$ cat config.mk
export PLATFORM = sky130hd
export DESIGN_NAME = bcd_scan_display
export DESIGN_NICKNAME = d
export VERILOG_FILES = /design/src/rtl/ece385_display_pkg.sv /design/src/rtl/bcd_to_seg7.sv /design/src/rtl/bcd_scan_display.sv
export SDC_FILE = /design/constraint.sdc
export NUM_CORES = 1
export LEC_CHECK = 0
export BUFFER_PORTS_ARGS = -buffer_cell sky130_fd_sc_hd__clkbuf_2
export CAP_MARGIN = 20
export CORE_ASPECT_RATIO = 0.8
export CORE_MARGIN = 2
export CORE_UTILIZATION = 52
export CTS_BUF_LIST = sky130_fd_sc_hd__clkbuf_4 sky130_fd_sc_hd__clkbuf_8
export CTS_CLUSTER_DIAMETER = 100
export DETAILED_ROUTE_END_ITERATION = 6
export HOLD_SLACK_MARGIN = 0.1
export PLACE_DENSITY = 0.83
export SLEW_MARGIN = 20
export SYNTH_ARGS = -nofsm -noshare
export SYNTH_HDL_FRONTEND = slang
export SYNTH_SLANG_ARGS = --single-unit
$ cat constraint.sdc
create_clock -name Clk -period 2.61 [get_ports Clk]
set_input_delay 0.783 -clock Clk [delete_from_list [all_inputs] [get_ports Clk]]
set_output_delay 0.783 -clock Clk [all_outputs]
set_load 0.01 [all_outputs]
$ cat src/rtl/ece385_display_pkg.sv
// Shared types and constants for the multiplexed 7-segment display path.
package ece385_display_pkg;

    // Active-low segment vector ordered {g,f,e,d,c,b,a}.
    typedef logic [6:0] seg7_t;

    localparam seg7_t SEG_BLANK = 7'h7F;
    localparam seg7_t SEG_DASH  = 7'h3F;

    typedef enum logic {
        PH_ON  = 1'b0,
        PH_OFF = 1'b1
    } blink_phase_t;

    // True when a nibble is not a legal BCD digit.
    function automatic logic nibble_invalid(input logic [3:0] nib);
        return (nib > 4'd9);
    endfunction

    // True when any digit of a packed 4-digit BCD value is illegal.
    function automatic logic bcd_word_invalid(input logic [15:0] word);
        return nibble_invalid(word[15:12]) | nibble_invalid(word[11:8]) |
               nibble_invalid(word[7:4])   | nibble_invalid(word[3:0]);
    endfunction

endpackage

$ cat src/rtl/bcd_to_seg7.sv
// Combinational BCD digit to active-low 7-segment glyph decoder.
// Nibbles above 9 produce a dash so a bad digit is visible on the panel.
module bcd_to_seg7
    import ece385_display_pkg::*;
(
    input  logic [3:0] bcd,
    output seg7_t      seg
);

    // Glyph lookup for the ten decimal digits.
    always_comb begin
        seg = SEG_DASH;
        case (bcd)
            4'd0:    seg = 7'b1000000;
            4'd1:    seg = 7'b1111001;
            4'd2:    seg = 7'b0100100;
            4'd3:    seg = 7'b0110000;
            4'd4:    seg = 7'b0011001;
            4'd5:    seg = 7'b0010010;
            4'd6:    seg = 7'b0000010;
            4'd7:    seg = 7'b1111000;
            4'd8:    seg = 7'b0000000;
            4'd9:    seg = 7'b0010000;
            default: seg = SEG_DASH;
        endcase
    end

endmodule

$ cat src/rtl/bcd_scan_display.sv
// Multiplexed 4-digit 7-segment driver for the countdown timer.
// A frame-aligned shadow copy of the time value prevents tearing; each digit
// slot opens with a short all-anodes-off window to suppress ghosting.
module bcd_scan_display
    import ece385_display_pkg::*;
#(
    parameter int          SCAN_DIV     = 50_000,
    parameter int          GHOST_CYCLES = 500,
    parameter int          BLINK_DIV    = 12_500_000,
    parameter logic [15:0] WARN_THRESH  = 16'h0010
) (
    input  logic        Clk,
    input  logic        Reset,
    input  logic [15:0] time_display,
    input  logic        run_out,
    output logic [6:0]  seg_n,
    output logic [3:0]  an_n,
    output logic        warn,
    output logic        bcd_error
);

    localparam int SLOT_W  = (SCAN_DIV  > 1) ? $clog2(SCAN_DIV)  : 1;
    localparam int BLINK_W = (BLINK_DIV > 1) ? $clog2(BLINK_DIV) : 1;

    logic [SLOT_W-1:0]  slot_cnt_r;
    logic [1:0]         idx_r;
    logic [BLINK_W-1:0] blink_cnt_r;
    blink_phase_t       phase_r;
    logic [15:0]        shadow_r;
    logic               run_shadow_r;
    logic               warn_r;
    logic               bcd_error_r;
    seg7_t              seg_n_r;
    logic [3:0]         an_n_r;

    logic               slot_wrap_s;
    logic               frame_end_s;
    logic               blinking_s;
    logic [3:0]         digit_nib_s;
    logic               digit_blank_s;
    seg7_t              digit_glyph_s;
    seg7_t              seg_next_s;
    logic [3:0]         an_next_s;

    assign slot_wrap_s = (slot_cnt_r == SLOT_W'(SCAN_DIV - 1));
    assign frame_end_s = slot_wrap_s && (idx_r == 2'd3);
    assign blinking_s  = run_shadow_r || warn_r;

    // Pick the current digit nibble and decide leading-zero blanking.
    always_comb begin
        digit_nib_s   = shadow_r[3:0];
        digit_blank_s = 1'b0;
        case (idx_r)
            2'd0: begin
                digit_nib_s   = shadow_r[3:0];
                digit_blank_s = 1'b0;
            end
            2'd1: begin
                digit_nib_s   = shadow_r[7:4];
                digit_blank_s = (shadow_r[15:4] == 12'h000);
            end
            2'd2: begin
                digit_nib_s   = shadow_r[11:8];
                digit_blank_s = (shadow_r[15:8] == 8'h00);
            end
            2'd3: begin
                digit_nib_s   = shadow_r[15:12];
                digit_blank_s = (shadow_r[15:12] == 4'h0);
            end
            default: begin
                digit_nib_s   = shadow_r[3:0];
                digit_blank_s = 1'b0;
            end
        endcase
    end

    bcd_to_seg7 u_dec (
        .bcd (digit_nib_s),
        .seg (digit_glyph_s)
    );

    // Segment and anode values for the next edge, error dash taking priority.
    always_comb begin
        seg_next_s = digit_glyph_s;
        an_next_s  = ~(4'b0001 << idx_r);
        if (bcd_error_r) begin
            seg_next_s = SEG_DASH;
        end else if (digit_blank_s) begin
            seg_next_s = SEG_BLANK;
        end else begin
            seg_next_s = digit_glyph_s;
        end
        if ((slot_cnt_r < SLOT_W'(GHOST_CYCLES)) ||
            (blinking_s && (phase_r == PH_OFF))) begin
            an_next_s = 4'hF;
        end else begin
            an_next_s = ~(4'b0001 << idx_r);
        end
    end

    // Slot counter and digit index; the index steps once per slot wrap.
    always_ff @(posedge Clk) begin
        if (Reset) begin
            slot_cnt_r <= '0;
            idx_r      <= 2'd0;
        end else if (slot_wrap_s) begin
            slot_cnt_r <= '0;
            idx_r      <= idx_r + 2'd1;
        end else begin
            slot_cnt_r <= slot_cnt_r + SLOT_W'(1);
        end
    end

    // Blink timebase; parked at count 0 / phase ON whenever not blinking.
    always_ff @(posedge Clk) begin
        if (Reset || !blinking_s) begin
            blink_cnt_r <= '0;
            phase_r     <= PH_ON;
        end else if (blink_cnt_r == BLINK_W'(BLINK_DIV - 1)) begin
            blink_cnt_r <= '0;
            phase_r     <= (phase_r == PH_ON) ? PH_OFF : PH_ON;
        end else begin
            blink_cnt_r <= blink_cnt_r + BLINK_W'(1);
        end
    end

    // Capture the input only at frame boundaries so a frame never mixes values.
    always_ff @(posedge Clk) begin
        if (Reset) begin
            shadow_r     <= 16'h0000;
            run_shadow_r <= 1'b0;
        end else if (frame_end_s) begin
            shadow_r     <= time_display;
            run_shadow_r <= run_out;
        end else begin
            shadow_r     <= shadow_r;
            run_shadow_r <= run_shadow_r;
        end
    end

    // Status flags follow the shadow one edge later.
    always_ff @(posedge Clk) begin
        if (Reset) begin
            warn_r      <= 1'b0;
            bcd_error_r <= 1'b0;
        end else begin
            bcd_error_r <= bcd_word_invalid(shadow_r);
            warn_r      <= !run_shadow_r && !bcd_word_invalid(shadow_r) &&
                           (shadow_r != 16'h0000) && (shadow_r < WARN_THRESH);
        end
    end

    // Output registers; segments and anodes update together.
    always_ff @(posedge Clk) begin
        if (Reset) begin
            seg_n_r <= SEG_BLANK;
            an_n_r  <= 4'hF;
        end else begin
            seg_n_r <= seg_next_s;
            an_n_r  <= an_next_s;
        end
    end

    assign seg_n     = seg_n_r;
    assign an_n      = an_n_r;
    assign warn      = warn_r;
    assign bcd_error = bcd_error_r;

endmodule

Word-level counts from Yosys, hierarchy flattened
Memory sizes are Yosys's and may differ from the RTL's. Cells that the tools add are included.

$add $sub $neg: 3. Multiply operators: 0. Divide/modulo/power cells: 0. Magnitude comparators: 6. Eq/ne operators: 5. Shift operators: 1. Multiplexer cells: 5. Bitwise logic cells: 4. Reduce and logical (&&, ||, !) cells: 20.

Operator list (count): $add 24x1->24 const B (1); $eq 24x24->1 const B (1); $add 16x1->16 const B (1); $eq 16x16->1 const B (1); $gt 4x4->1 const B (4); $lt 16x5->1 const B (1); $lt 16x9->1 const B (1); $pmux 4 s4 (1); $reduce_bool 16->1 (1); $mux 7 (2); $logic_not 12->1 (1); $logic_not 8->1 (1); $reduce_or 2->1 (3); $logic_and 1x1->1 (5); $eq 2x2->1 const B (2); $logic_not 4->1 (1); $not 4->4 (1); $pmux 1 s4 (1); $shl 1x2->4 const A (1); $logic_not 1->1 (3); $logic_or 1x1->1 (3); $or 1x1->1 (3); $reduce_or 3->1 (1); $add 2x1->2 const B (1); 3 further kinds (3).

Flip-flop bits (word level): 73. Bits in latches: 0. Memory bits (writable): 0. Memory bits (read-only): 112. Bits of input ports: 19. Output and inout bits: 13. Word-level logic and storage cells: 56. Memories: 1.

Memories: (no name shown) (words 16, bits a word 7, read ports 1, clocked after Yosys merged registers in 0, wr ports 0, line bcd_to_seg7.sv:13) `case (bcd)`.

Depth between registers and ports, before layout
Depth after elaboration: 8. Mapped depth: 8. Depth with buffers taken out: 8.

Hierarchy
A second synthesis with hierarchy kept.

Cell total of the unflattened synthesis: 408. Area, all modules: 3487.1 µm².

Modules (own cells, without submodules): bcd_scan_display (instances 1, cells each 377, area an instance 3246.9 µm², sequential area each 1461.4 µm²); bcd_to_seg7 (instances 1, cells each 31, area an instance 240.2 µm², sequential area each 0.0 µm²).

Least setup slack after synthesis
No wires, ideal clock.

Path type: reg-to-reg. Start point: register slot_cnt_r[13]. End point: register slot_cnt_r[2]. Library setup time: 0.115 ns. Arrival: 1.874 ns. Required time: 2.495 ns. Setup slack: 0.622 ns. Stages on the path, launching flop included: 8. Path buffers: 3. Period minus slack after synthesis: 1.988 ns. Cell sequence: dfxtp_1 or4_4 or4_1 buf_6 nand2b_4 buf_6 buf_12 nor2_1.

Longest elaborated chain between the ends: 2.

RTL lines: start, declared (line bcd_scan_display.sv:25) `logic [SLOT_W-1:0] slot_cnt_r;`; start signal, assigned (line bcd_scan_display.sv:110) `slot_cnt_r <= slot_cnt_r + SLOT_W'(1);`; $eq 16x16->1 (line bcd_scan_display.sv:45) `assign slot_wrap_s = (slot_cnt_r == SLOT_W'(SCAN_DIV - 1));`; $reduce_or 2->1 (no line).

No other way between the ends. A chain may end at the register's enable or synchronous reset.

Worst setup path after layout
Start point: register slot_cnt_r[13]. End point: register slot_cnt_r[7].

The elaborated chain is that of the path after synthesis.

==> impl_metrics.env <==
export IMPL_hold_path_startpoint="blink_cnt_r[0]$_SDFF_PP0_"
export IMPL_setup_viol=0
export IMPL_clkLatencyLatePin_ps=360
export IMPL_synth_top_family_by_area="simple AND/OR/NAND/NOR gates"
export IMPL_routed_via_count=2923
export IMPL_grt_start_max_net_pins=25
export IMPL_htreeDepth=3
export IMPL_synth_flop_cell="dfxtp_1"
export IMPL_initialDrtViolationCount=198
export IMPL_muxShareOfSynthArea=0.00630
export IMPL_die_width_um=94.1
export IMPL_synth_edf_count=0
export IMPL_critPathLaunchType="register"
export IMPL_floorplan_die_height_um=76.1
export IMPL_synth_compound_gate_area_share=0.166
export IMPL_port_buffer_count=31
export IMPL_all_layer_global_routing_usage=0.205
export IMPL_io_pins=32
export IMPL_ys_types=47
export IMPL_run_status="completed"
export IMPL_proportion_of_netlist_area_held_by_the_largest_area_contributor=0.433
export IMPL_grt_first_pass_wirelength_mm=11.8
export IMPL_path_buf_inv=0
export IMPL_async_reset_ff_frac=0
export IMPL_cts_hold_repair_buffers=0
export IMPL_timing_setup_critical_path_class="register to register"
export IMPL_drcViolationCount=0
export IMPL_adder_and_majority_cell_fraction_of_the_synthesized_area=0.0370
export IMPL_r2r_start="slot_cnt_r[13]$_SDFF_PP0_"
export IMPL_critical_path_cell_chain="or4_4 -> or4_1 -> nand2b_4 -> nor2_1"
export IMPL_post_cts_buffers=0
export IMPL_post_cts_resized_instances=0
export IMPL_timing_fmax_mhz=429
export IMPL_critical_path_top_delay_family="simple AND/OR/NAND/NOR gates"
export IMPL_wirelength_mm=7.23
export IMPL_worst_path_max_fanout=19
export IMPL_fp_dieArea_sq_um=7160
export IMPL_setup_reg_to_reg_worst_slack_ps=280
export IMPL_synthesis_area_sq_um=3380
export IMPL_timing_hold_worst_class="register to register"
export IMPL_yosys_area_share_simple=0.253
export IMPL_clk_pin_slew_worst_paths_ps=80
export IMPL_post_place_ws_ps=318
export IMPL_grt_overflow_total=0
export IMPL_hold_violations=0
export IMPL_timing_slew_headroom=0.547
export IMPL_worstMarginPinSlew_ps=680
export IMPL_wire_per_inst_um=14.3
export IMPL_period_share=0.894
export IMPL_vias_per_cell=5.79
export IMPL_critical_path_startpoint="slot_cnt_r[13]$_SDFF_PP0_"
export IMPL_critPathRequiredTime_ps=2850
export IMPL_hpwl_after_detailed_placement_mm=4.95
export IMPL_postSynthCellCount=388
export IMPL_setup_slack_ps=278
export IMPL_core_area_sq_um=6340
export IMPL_max_clock_path_buffers=2
export IMPL_ys_seq_elements=73
export IMPL_ys_warnings_count=0
export IMPL_vdd_drop_max_mv=0.357
export IMPL_holdWs_ps=466
export IMPL_cts_root_buffer="clkbuf_8"
export IMPL_nets=445
export IMPL_vias_in_the_first_global_route=2625
export IMPL_antennaDiodeCount=0
export IMPL_timing_critical_path_slowest_stage_cell="or4_1"
export IMPL_area_grow_syn2layout_pct=12.1
export IMPL_finalSetupTns_ps=0
export IMPL_max_cap_violations=0
export IMPL_tritoncts_num_sinks=73
export IMPL_fin_area_sq_um=3790
export IMPL_synth_area_per_cell_sq_um=8.71
export IMPL_synth_area_leaders="dfxtp_1 (43%), a21oi_1 (5.6%), nand3_1 (4.9%)"
export IMPL_power_per_cell_area_nw_per_um2=571
export IMPL_cp_data_arrival_time_ps=2570
export IMPL_postSynthNetCount=417
export IMPL_numCtsBuffers=9
export IMPL_power_leakage_uw=0.00128
export IMPL_synth_top_area_cell="dfxtp_1"
export IMPL_tritoncts="built"
export IMPL_post_route_min_period_ps=2330
export IMPL_initial_utilization=0.533
export IMPL_rows=26
export IMPL_place_congestion=0.940
export IMPL_drv_slew=0
export IMPL_grt_antenna_before_repair=0
export IMPL_timing_critical_path_to_type="register"
export IMPL_skew_ps=16.9
export IMPL_pre_repair_dr_iteration_count=5
export IMPL_yosys_area_share_xor_xnor=0.0544
export IMPL_drive_gt1_frac=0.145
export IMPL_placed_area_sq_um=3560
export IMPL_ant_nets=0
export IMPL_rsz0062_at_grt="false"
export IMPL_crit_path_max_incr_delay_ps=880
export IMPL_power_total_uw=2160
export IMPL_synth_seq_area_share=0.433
[synth_stat cells (all sizes together), types with 10 or more instances]
cell    number
clkbuf      13
inv         15
or4         16
nand4       14
dfxtp       73
o21ai       34
xor2        13
nor2        29
nand2       21
a21oi       38
nand3       33
ha          10
[state kept, by name, summed over array words and instances, names as in the netlist]
signal and flops:
idx_r 2, seg_n 7, an_n 4, warn 1, blink_cnt_r 24, shadow_r 16, slot_cnt_r 16, phase_r 1
run_shadow_r 1, bcd_error 1
[report_power, final]
| group | internal (uW) | total, uW | switching [uW] |
|---|---|---|---|
| combinational | 20.9 | 44.7 | 23.8 |
| sequential | 1120 | 1130 | 5.10 |
| clock | 546 | 993 | 447 |
| total | 1690 | 2160 | 476 |
[final cells by class]
class | instances | area [sq um]
Clock buffer | 9 | 124
Sequential cell | 73 | 1460
Tap cell | 84 | 105
Multi-Input combinational cell | 281 | 1750
Fill cell | 576 | 2560
Timing Repair Buffer | 36 | 193
Clock inverter | 7 | 103
Inverter | 15 | 56.3
[metrics by stage]
step | utilization | std cells
after floorplan | - | 388
after global placement | 0.561 | 489
after detailed placement | 0.561 | 489
after CTS | 0.597 | 505
after global routing | 0.597 | 505
final | 0.597 | 505
[placed cells by master (no fill, tap or decap), drive strengths merged, types with 8 or more instances in the layout]
cell type / n
a21oi: 38
clkbuf: 40
dfxtp: 73
ha: 10
inv: 16
nand2: 21
nand3: 33
nand4: 14
nor2: 29
o21ai: 34
o31ai: 9
or3: 9
or4: 16
xnor2: 8
xor2: 13
[worst paths after layout]
path,endpoint,depth (start not counted)
min,blink_cnt_r[0]$_SDFF_PP0_,1
max,slot_cnt_r[7]$_SDFF_PP0_,4
min reg2reg,blink_cnt_r[0]$_SDFF_PP0_,1
max reg2reg,slot_cnt_r[7]$_SDFF_PP0_,4
[logic make-up after synthesis]
family	Yosys count
AOI/OAI and AO/OA	97
and+or+nand+nor	151
DFF	73
xor gates and xnor gates	21
buffers and inverters	34
adders and majority gates	10
muxes	2
[metal layers]
metal  routed length, um  track usage  share of wire
met4                  75       0.0609          0.010
met1                3280        0.267           0.45
met2                3440        0.321           0.48
met3                 438       0.0722          0.061
met5                   0            0              0
Power figures use the tool's default switching activity.
